[src/rtl/simon_pkg.sv]
// Shared definitions for the Simon autoplayer: mode encodings, FSM states,
// buffer geometry and the pattern-generation helpers.
package simon_pkg;

   localparam int unsigned BUF_DEPTH = 64;
   localparam int unsigned ADDR_W    = 6;
   localparam int unsigned PTR_W     = 7;

   localparam logic [2:0] MODE_INPUT    = 3'b001;
   localparam logic [2:0] MODE_PLAYBACK = 3'b010;
   localparam logic [2:0] MODE_REPEAT   = 3'b100;
   localparam logic [2:0] MODE_DONE     = 3'b111;

   localparam logic [7:0] LFSR_SEED = 8'hA5;

   typedef enum logic [2:0] {
      IDLE,
      DECIDE,
      PRESS_HI,
      PRESS_LO,
      SETTLE,
      FINISH,
      ERROR
   } state_t;

   // x^8 + x^6 + x^5 + x^4 + 1, shifting toward the MSB
   function automatic logic [7:0] lfsr_step(input logic [7:0] l);
      return {l[6:0], l[7] ^ l[5] ^ l[4] ^ l[3]};
   endfunction

   function automatic logic [3:0] onehot4(input logic [1:0] idx);
      return 4'b0001 << idx;
   endfunction

endpackage

[src/rtl/simon_seq_buf.sv]
// Recorded-sequence store: one synchronous write port, one combinational
// read port, contents deliberately left unreset.
module simon_seq_buf
   import simon_pkg::*;
(
   input  logic              clk,
   input  logic              we,
   input  logic [ADDR_W-1:0] waddr,
   input  logic [3:0]        wdata,
   input  logic [ADDR_W-1:0] raddr,
   output logic [3:0]        rdata
);

   logic [3:0] mem [BUF_DEPTH];

   always_ff @(posedge clk) begin
      if (we) mem[waddr] <= wdata;
   end

   assign rdata = mem[raddr];

endmodule

[src/rtl/simon_autoplayer.sv]
// Plays a Simon game automatically: watches Simon's mode/pattern LEDs and
// strobes its clock input with the switch value it should see next.
module simon_autoplayer
   import simon_pkg::*;
#(
   parameter int unsigned HOLD = 4
) (
   input  logic       pclk,
   input  logic       rst_n,
   input  logic       start,
   input  logic [2:0] mode_leds,
   input  logic [3:0] pattern_leds,
   output logic       btn_clk,
   output logic [3:0] pattern,
   output logic       busy,
   output logic       done,
   output logic       err,
   output logic [6:0] rounds
);

   state_t             state_q, state_d;
   logic [3:0]         hold_cnt;
   logic               hold_last;
   logic [2:0]         mode_q;
   logic [PTR_W-1:0]   wr_ptr, rd_ptr, in_cnt;
   logic [7:0]         lfsr;
   logic               buf_we;
   logic [3:0]         rd_data;

   simon_seq_buf u_buf (
      .clk   (pclk),
      .we    (buf_we),
      .waddr (wr_ptr[ADDR_W-1:0]),
      .wdata (pattern_leds),
      .raddr (rd_ptr[ADDR_W-1:0]),
      .rdata (rd_data)
   );

   assign hold_last = (hold_cnt == 4'(HOLD - 1));

   always_comb begin
      state_d = state_q;
      buf_we  = 1'b0;
      case (state_q)
         IDLE:     if (start) state_d = DECIDE;
         DECIDE: begin
            case (mode_leds)
               MODE_INPUT:
                  state_d = (in_cnt == PTR_W'(BUF_DEPTH)) ? ERROR : PRESS_HI;
               MODE_PLAYBACK: begin
                  state_d = (wr_ptr == PTR_W'(BUF_DEPTH)) ? ERROR : PRESS_HI;
                  buf_we  = (wr_ptr != PTR_W'(BUF_DEPTH));
               end
               MODE_REPEAT:
                  state_d = (rd_ptr == wr_ptr) ? ERROR : PRESS_HI;
               MODE_DONE: state_d = FINISH;
               default:   state_d = DECIDE;
            endcase
         end
         PRESS_HI: if (hold_last) state_d = PRESS_LO;
         PRESS_LO: if (hold_last) state_d = SETTLE;
         SETTLE:   state_d = DECIDE;
         FINISH:   state_d = FINISH;
         ERROR:    state_d = ERROR;
         default:  state_d = IDLE;
      endcase
   end

   // btn_clk is derived from the next state so it is a clean flop output
   // that is high exactly while the FSM sits in PRESS_HI.
   always_ff @(posedge pclk or negedge rst_n) begin
      if (!rst_n) begin
         state_q  <= IDLE;
         btn_clk  <= 1'b0;
         pattern  <= '0;
         rounds   <= '0;
         wr_ptr   <= '0;
         rd_ptr   <= '0;
         in_cnt   <= '0;
         lfsr     <= LFSR_SEED;
         hold_cnt <= '0;
         mode_q   <= '0;
      end else begin
         state_q <= state_d;
         btn_clk <= (state_d == PRESS_HI);
         if (state_d != state_q)                    hold_cnt <= '0;
         else if (state_q inside {PRESS_HI, PRESS_LO}) hold_cnt <= hold_cnt + 4'd1;
         case (state_q)
            IDLE: begin
               if (start) begin
                  wr_ptr <= '0;
                  rd_ptr <= '0;
                  in_cnt <= '0;
                  rounds <= '0;
               end
            end
            DECIDE: begin
               if (state_d == PRESS_HI) begin
                  mode_q <= mode_leds;
                  case (mode_leds)
                     MODE_INPUT: begin
                        pattern <= onehot4(lfsr[1:0]);
                        in_cnt  <= in_cnt + 7'd1;
                        lfsr    <= lfsr_step(lfsr);
                     end
                     MODE_PLAYBACK: wr_ptr <= wr_ptr + 7'd1;
                     MODE_REPEAT: begin
                        pattern <= rd_data;
                        rd_ptr  <= rd_ptr + 7'd1;
                     end
                     default: ;
                  endcase
               end
            end
            SETTLE: begin
               if (mode_q == MODE_REPEAT && mode_leds == MODE_PLAYBACK) begin
                  if (rounds != '1) rounds <= rounds + 7'd1;
                  wr_ptr <= '0;
                  rd_ptr <= '0;
               end
               if (mode_q == MODE_PLAYBACK && mode_leds == MODE_REPEAT) rd_ptr <= '0;
               if (mode_q == MODE_INPUT && mode_leds != MODE_INPUT)     in_cnt <= '0;
            end
            default: ;
         endcase
      end
   end

   assign busy = !(state_q inside {IDLE, FINISH, ERROR});
   assign done = (state_q == FINISH);
   assign err  = (state_q == ERROR);

endmodule
[config.mk]
export PLATFORM = sky130hd
export DESIGN_NAME = simon_autoplayer
export DESIGN_NICKNAME = d
export VERILOG_FILES = /design/src/rtl/simon_pkg.sv /design/src/rtl/simon_seq_buf.sv /design/src/rtl/simon_autoplayer.sv
export SDC_FILE = /design/constraint.sdc
export NUM_CORES = 1
export LEC_CHECK = 0
export ABC_AREA = 1
export CORE_ASPECT_RATIO = 1.1
export CORE_MARGIN = 2
export CORE_UTILIZATION = 60
export DETAILED_ROUTE_END_ITERATION = 10
export GPL_TIMING_DRIVEN = 1
export PLACE_DENSITY = 0.81
export REMOVE_ABC_BUFFERS = 1
export SKIP_CTS_REPAIR_TIMING = 1
export SYNTH_ARGS = -nofsm -noshare
export SYNTH_HDL_FRONTEND = slang
export SYNTH_SLANG_ARGS = --single-unit
[constraint.sdc]
create_clock -name pclk -period 3.9 [get_ports pclk]
set_clock_uncertainty 0.15 [all_clocks]
set_input_delay 1.17 -clock pclk [delete_from_list [all_inputs] [get_ports pclk]]
set_output_delay 1.17 -clock pclk [all_outputs]
set_load 0.05 [all_outputs]
# --- Word level (Yosys, flattened, before mapping) ---
# Memories as Yosys holds them, arrays and structs flattened.
# Index checks and enable logic that the tools add are counted.
op_classes:
  addsub: 5
  n_eq_ne: 31
  shift: 1
  muxes: 31
  bitwise: 3
  n_reduce_logical: 18
ops:
  columns: ["op", "n"]
  rows:
  - ["7-bit 2-to-1 mux", 12]
  - ["7-bit case mux with 3 select lines", 3]
  - ["7-bit by 1-bit adder with 7-bit output, second input constant", 4]
  - ["3-bit case mux with 7 select lines", 1]
  - ["3-bit == test, second input constant", 6]
  - ["3-bit 2-to-1 mux", 6]
  - ["2-bit != test, second input constant", 8]
  - ["3-bit by 2-bit == test with 1-bit output, second input constant", 5]
  - ["5-bit AND reduction", 3]
  - ["7-bit == test, second input constant", 2]
  - ["7-bit != test, second input constant", 2]
  - ["7-bit case mux with 2 select lines", 1]
  - ["3-bit case mux with 4 select lines", 1]
  - ["3-bit by 1-bit == test with 1-bit output, second input constant", 3]
  - ["4-bit 2-to-1 mux", 2]
  - ["4-bit case mux with 2 select lines", 1]
  - ["2-bit nonzero test", 4]
  - ["7-bit == test", 1]
  - ["3-bit AND reduction", 2]
  - ["3-bit nonzero test", 2]
  - ["4-bit by 1-bit adder with 4-bit output, second input constant", 1]
  - ["4-bit by 2-bit == test with 1-bit output, second input constant", 1]
  - ["1-bit 2-to-1 mux", 4]
  - ["4-bit AND reduction", 1]
  - ["9 further kinds", 13]
word_totals:
  register_bits: 51
  ramBits: 256
  in_bits: 10
  output_inout_bits: 15
  word_cells: 100
  memories: 1
mem_list:
  columns: ["name", "depth", "word_bits", "rd", "rd_clocked_by_memory_dff", "wr", "line", "rtl"]
  rows:
  - ["u_buf.mem", 64, 4, 1, 0, 1, "simon_seq_buf.sv:14", "logic [3:0] mem [BUF_DEPTH];"]

# --- Depth between registers and ports, before layout ---
# Gate-level depths: netlist (run 1).
logic_depth:
  depth_word: 7
  mapped_depth: 18

# --- Hierarchy ---
# Synthesis (run 1) repeated with hierarchy kept, for this count alone.
unflattened:
  hier_cells: 1352
  area_unflattened_um2: 13919.6
modules_own_cells:
  columns: ["module", "instances", "cells_per_inst", "area_each_um2"]
  rows:
  - ["simon_seq_buf", 1, 944, 10801.6]
  - ["simon_autoplayer", 1, 408, 3118.0]

# --- Worst setup path before layout (run 1) ---
# No wires, ideal clock.
synth_path:
  path_type: "input-to-reg"
  start: "input port mode_leds[1]"
  end: "register wr_ptr[4]"
  t_arrival_ns: 2.541
  required_ns: 3.632
  setup_slack_ns: 1.091
  stages: 14
  n_path_buf: 2
  path_cell_list: "nor2_1 buf_2 nand3_1 nand2_1 nand2_1 nand3_1 nor2_1 a21oi_2 nand4_4 nand2_4 nand2_2 buf_6 nand2_1 o21ai_2"
synth_between:
  elab_chain_len: 6
  elab_cells_between_ends: 12
  classes_between: "8 x eq/ne; 2 x mux; 2 x reduce/logical"
synth_rtl:
  columns: ["element", "line", "rtl"]
  rows:
  - ["start: declaration", "simon_autoplayer.sv:11", "input logic [2:0] mode_leds,"]
  - ["3-bit == test (tied with other cells)", "simon_autoplayer.sv:47", "case (mode_leds)"]
  - ["3-bit case mux with 4 select lines", "simon_autoplayer.sv:47", null]
  - ["3-bit case mux with 7 select lines", "simon_autoplayer.sv:44", "case (state_q)"]
  - ["3-bit by 2-bit == test with 1-bit output", "simon_autoplayer.sv:98", "if (state_d == PRESS_HI) begin"]
  - ["2-bit != test (no source line)", null, null]
  - ["5-bit AND reduction (no source line) *", null, null]
  - ["end signal: assignment", "simon_autoplayer.sv:106", "MODE_PLAYBACK: wr_ptr <= wr_ptr + 7'd1;"]
  - ["end: declaration", "simon_autoplayer.sv:25", "logic [PTR_W-1:0] wr_ptr, rd_ptr, in_cnt;"]
# Mark *: on every way between the ends. The rest lies on a longest branch, timed or not.
# A chain may end at the register's enable or synchronous reset.

# --- Worst setup path in the final report (run 1) ---
layout_path:
  start: "register state_q[0]"
  end: "output port busy"
layout_between:
  elab_chain_len: 3
  elab_cells_between_ends: 5
  classes_between: "2 x eq/ne; 3 x reduce/logical"
layout_rtl:
  columns: ["element", "line", "rtl"]
  rows:
  - ["start: declaration", "simon_autoplayer.sv:21", "state_t state_q, state_d;"]
  - ["start signal: assignment", "simon_autoplayer.sv:84", "state_q <= state_d;"]
  - ["3-bit == test / 3-bit zero test (equally long branches)", "simon_autoplayer.sv:129", "assign busy = !(state_q inside {IDLE, FINISH, ERROR});"]
  - ["3-bit nonzero test *", "simon_autoplayer.sv:129", null]
  - ["1-bit zero test *", "simon_autoplayer.sv:129", null]
  - ["end: declaration", "simon_autoplayer.sv:15", "output logic busy,"]
# Marks and branches as above.

==> results by stage, run 1 <==
Outcome:
- The flow ran to the end, and the final reports show no timing, DRC or antenna violations.

Clock tree:
- After clock tree synthesis, the clock-pin slew on the worst setup and hold paths is around 70 ps.
- The level count of the clock H-tree is 1.
- The maximum count of clock buffers along a single path is 3.
- The later pin in the worst-skew pair is clocked with a latency of 550 ps.
- The total CTS buffers is 29.
- The clock net in this run drives a total of approximately 310 sinks.
- The clock tree root buffer cell is sky130_fd_sc_hd__clkbuf_16.
- TritonCTS built the clock tree.

Drt:
- The count of nets left with antenna violations once routing finished came out at 0.
- The post-detailed-route DRC marker count is 0.
- Wires add up to between 30000 and 40000 um.
- The detailed-router iteration count before antenna repair is 7.
- The number of vias in the routed layout is around 9700.
- The DRC marker count from the first detailed-route iteration is 1323.
- Dividing the detail-routed wire length by the instance count gives between 20 and 25 um.
- The per-cell via count in the routed design is roughly 6.0.

Pwr:
- Power spread over the standard cell area amounts to 427.3 mW/mm^2.
- In this run the static leakage power is ~5.3 nW.
- The worst-case vdd ir drop is 0.3494 mV.

Final layout:
- The utilization after layout is 0.6755.
- The final standard cell area without fillers is 0.01489 mm^2.
- Relative to the synthesized area, the layout overhead comes to 10.96%.
- The fraction of layout instances using a drive strength above 1 is 0.07669.
- The multi-input combinational cells in the finished layout cover a total of between 0.003 and 0.004 mm^2.
- For this run, the post-layout net count is 1298.
- Registers take 0.008974 mm^2.
- After filler insertion, the fill cell instance count of the layout stands at approximately 1600.

Die:
- The die outline area is 0.02357 mm^2.
- The row count is 57.
- The floorplan step defined a core boundary enclosing 0.02204 mm^2.
- The die boundary height is 160.8 um.
- During I/O placement, the number of pins put on the boundary was 25.
- The initial core utilization is 0.6088.
- The die is 146.6 um wide.

GRT:
- The number of global-route vias before repair was roughly 9700.
- The first global-routing pass estimated 50380 um of wire.
- The met3 layer usage reported by global route is 0.04517.
- Global routing finished with a remaining overflow of 0.
- For met2 alone, demand over resource in global routing was 0.4715.
- Entering global routing, the biggest net connects 96 pins.
- The met1 track utilization from global routing is 0.3414.
- The busiest metal layer after global routing is met2.
- The overall fraction of global-route tracks in use is 0.2750.
- The initial antenna violation count came to 0.

Flow run:
- Across the run, the number of max-cap violations was 0.

Synthesis:
- The number of library cell types mapped by synthesis is 41.
- Summing every instance area after synthesis gives 0.01342 mm^2.
- The cell count after synthesis came out at 1259.
- Counting flops and latches in the post-synthesis netlist gives 307.
- The Yosys step of the flow raised 0 warnings.
- The synthesized design spends more area on one cell type than any other, namely sky130_fd_sc_hd__edfxtp_1.
- The share of synthesized area in the top cell type comes to 0.5730.
- Of the synthesized area, sequential elements account for 0.6685.
- The number of enable-type register cells in the synthesized netlist is 256.
- By count the netlist is led by 281 x sky130_fd_sc_hd__nor2_1, 256 x sky130_fd_sc_hd__edfxtp_1, 166 x sky130_fd_sc_hd__nand2_1, 157 x sky130_fd_sc_hd__o21ai_0, 66 x sky130_fd_sc_hd__nand3_1.
- The dominant cell by count in the synthesized netlist is sky130_fd_sc_hd__nor2_1.
- The per-instance average area after synthesis is 10.66 um^2.
- The share of flip-flops with an asynchronous set or reset is 0.1661.
- In the post-synthesis netlist, the biggest area contributors are sky130_fd_sc_hd__edfxtp_1 57%, sky130_fd_sc_hd__dfrtp_1 8.8%, sky130_fd_sc_hd__nor2_1 7.9%.
- The leading register cell type out of synthesis is sky130_fd_sc_hd__edfxtp_1.

Critical path:
- The critical path depth is 5.
- The kind of end point of the critical path is a primary output.
- The worst register-to-register path has a depth of 15.
- The worst setup path is launched from a flip-flop.
- The required time reported for the critical path endpoint is 2580 ps.
- The largest stage delay on the critical path is 710 ps.
- Counting both buffers and inverters, the worst setup path holds a total of 2.
- The arrival time at the worst endpoint is 2260 ps.
- Setup slack on the worst reg-to-reg path comes out at 790 ps.
- The signal on the critical path passes through inv_1 -> nand2_1 -> a21oi_1 -> nor2_1 -> clkdlybuf4s50_1.
- Of all nets on the critical path, the largest fanout is 5.
- The cell family with the largest share of critical-path delay is buffers and inverters.
- The startpoint-to-endpoint class of the critical path is reg2out.
- The slowest stage of the critical path is the sky130_fd_sc_hd__clkdlybuf4s50_1 cell.

STA:
- Counting I/O delays and the setup requirement, the final critical path takes ~3600 ps.
- The final number of max-transition violations was 0.
- Headroom to the max-slew limit came out at 0.3396.
- Setup repair after global routing left no endpoint under its margin.
- The transition time of the tightest slew-check pin is ~990 ps.
- The number of endpoints failing setup at the final stage is 0.
- In the post-route analysis, the smallest setup slack over all paths is about 320 ps.
- Of the available clock period, the critical path in the final layout requires 0.9175.
- The hold violation total from the final report is 0.
- Adding up every negative setup slack in the final design gives 0 ps.
- The timing-limited maximum frequency is 0.2795 GHz.
- The worst hold-check slack is between 300 and 400 ps.

Place:
- Once detailed placement completed, the half-perimeter wirelength came to just under 20000 um.
- At the placement stage, the worst setup path has a slack of 131.8 ps.
- The count of input and output buffers is 24.
- The final weighted congestion in routability-driven placement is 0.9253.
- After detailed placement, the total cell area comes to roughly 0.014 mm^2.

Hold path:
- The path type of the worst min-delay path is reg2reg.
- The worst hold path stage count is 2.
==> logic make-up (layout without fill, tap and decap cells) <==
logic type,Yosys count,after routing,share of synthesized area
buffers and inverters,121,166,0.03609
adder cells (fa/ha/maj),7,7,0.006528
other,0,1,0
AO/OA/AOI/OAI,245,245,0.1031
AND/OR/NAND/NOR,561,561,0.1738
XOR/XNOR,16,16,0.01045
multiplexers,2,2,0.001492
flip-flops,307,307,0.6685
==> routing by layer <==
layer / vias to the layer above / wire, um
li1: 4448 / -
met1: 4615 / 12070
met2: 502 / 15800
met3: 97 / 2745
met4: 0 / 1476
met5: - / 0
==> worst min-delay path, stage by stage (launching register included) <==
cell and delay (ps):
sky130_fd_sc_hd__dfrtp_1 350, sky130_fd_sc_hd__nand2_1 60, sky130_fd_sc_hd__nand2_1 50
==> per-stage QoR <==
step | cells | power, mW
floorplan | 1201 | 3.634
global placement | 1545 | 3.707
detailed placement | 1545 | 3.709
CTS | 1599 | 6.389
global route | 1599 | 6.516
finish | 1600 | 6.361
==> placed cells by master (no fill, tap or decap), types with 5 or more instances in the layout <==
| cell type | instances |
|---|---|
| sky130_fd_sc_hd__dfrtp_1 | 45 |
| sky130_fd_sc_hd__a21oi_1 | 19 |
| sky130_fd_sc_hd__clkbuf_1 | 7 |
| sky130_fd_sc_hd__a22oi_1 | 6 |
| sky130_fd_sc_hd__buf_2 | 5 |
| sky130_fd_sc_hd__nand2_1 | 166 |
| sky130_fd_sc_hd__nand3_1 | 66 |
| sky130_fd_sc_hd__clkbuf_16 | 29 |
| sky130_fd_sc_hd__o21ai_0 | 157 |
| sky130_fd_sc_hd__nand2_2 | 5 |
| sky130_fd_sc_hd__buf_4 | 23 |
| sky130_fd_sc_hd__nand4_1 | 26 |
| sky130_fd_sc_hd__o211ai_1 | 28 |
| sky130_fd_sc_hd__o21ai_2 | 7 |
| sky130_fd_sc_hd__nor2_1 | 281 |
| sky130_fd_sc_hd__ha_1 | 7 |
| sky130_fd_sc_hd__clkinv_1 | 15 |
| sky130_fd_sc_hd__nor3_1 | 5 |
| sky130_fd_sc_hd__clkdlybuf4s50_1 | 19 |
| sky130_fd_sc_hd__xor2_1 | 12 |
| sky130_fd_sc_hd__inv_1 | 53 |
| sky130_fd_sc_hd__edfxtp_1 | 256 |
| sky130_fd_sc_hd__o22ai_1 | 20 |
==> sequential cells by signal, summed over array words and instances (netlist names) <==
signal,flops
lfsr,8
state_q,3
btn_clk,1
mode_q,3
rd_ptr,7
u_buf.mem,256
hold_cnt,4
pattern,4
rounds,7
wr_ptr,7
in_cnt,7
==> report_power, final <==
group | switching, mW | internal [mW]
logic | 0.0703 | 0.0155
clock network | 1.16 | 1.56
registers | 0 | 3.55
==> final timing paths <==
path                       startpoint          to
max                        state_q[0]        busy
min                        pattern[0]  pattern[0]
min in group asynchronous       rst_n   rd_ptr[5]
max reg2reg                 rd_ptr[1]  pattern[1]
max in group asynchronous       rst_n   wr_ptr[0]
min reg2reg                pattern[0]  pattern[0]
==> cell type report <==
type	count	area share
inverters	63	0.01589
multi-input cells	831	0.2662
repair buffers	49	0.02875
clock buffers	36	0.05052
flip-flops and latches	307	0.6028
clock inverters	18	0.01084
diodes	1	0.0001681
well taps	295	0.02480
Power figures use the tool's default switching activity.
==> run 2, diff against run 1 <==
--- a/config.mk
+++ b/config.mk
@@ -16,2 +16,3 @@
 export SKIP_CTS_REPAIR_TIMING = 1
+export SLEW_MARGIN = 20
 export SYNTH_ARGS = -nofsm -noshare
--- a/constraint.sdc
+++ b/constraint.sdc
@@ -4,2 +4,2 @@
 set_output_delay 1.17 -clock pclk [all_outputs]
-set_load 0.05 [all_outputs]
+set_load 0.005 [all_outputs]
==> results of run 2 <==
Same layout as run 1 (identical final DEF). Status: finished, final reports clean.
Among the figures that moved: setup slack after layout 321.6 ps -> 576.4 ps
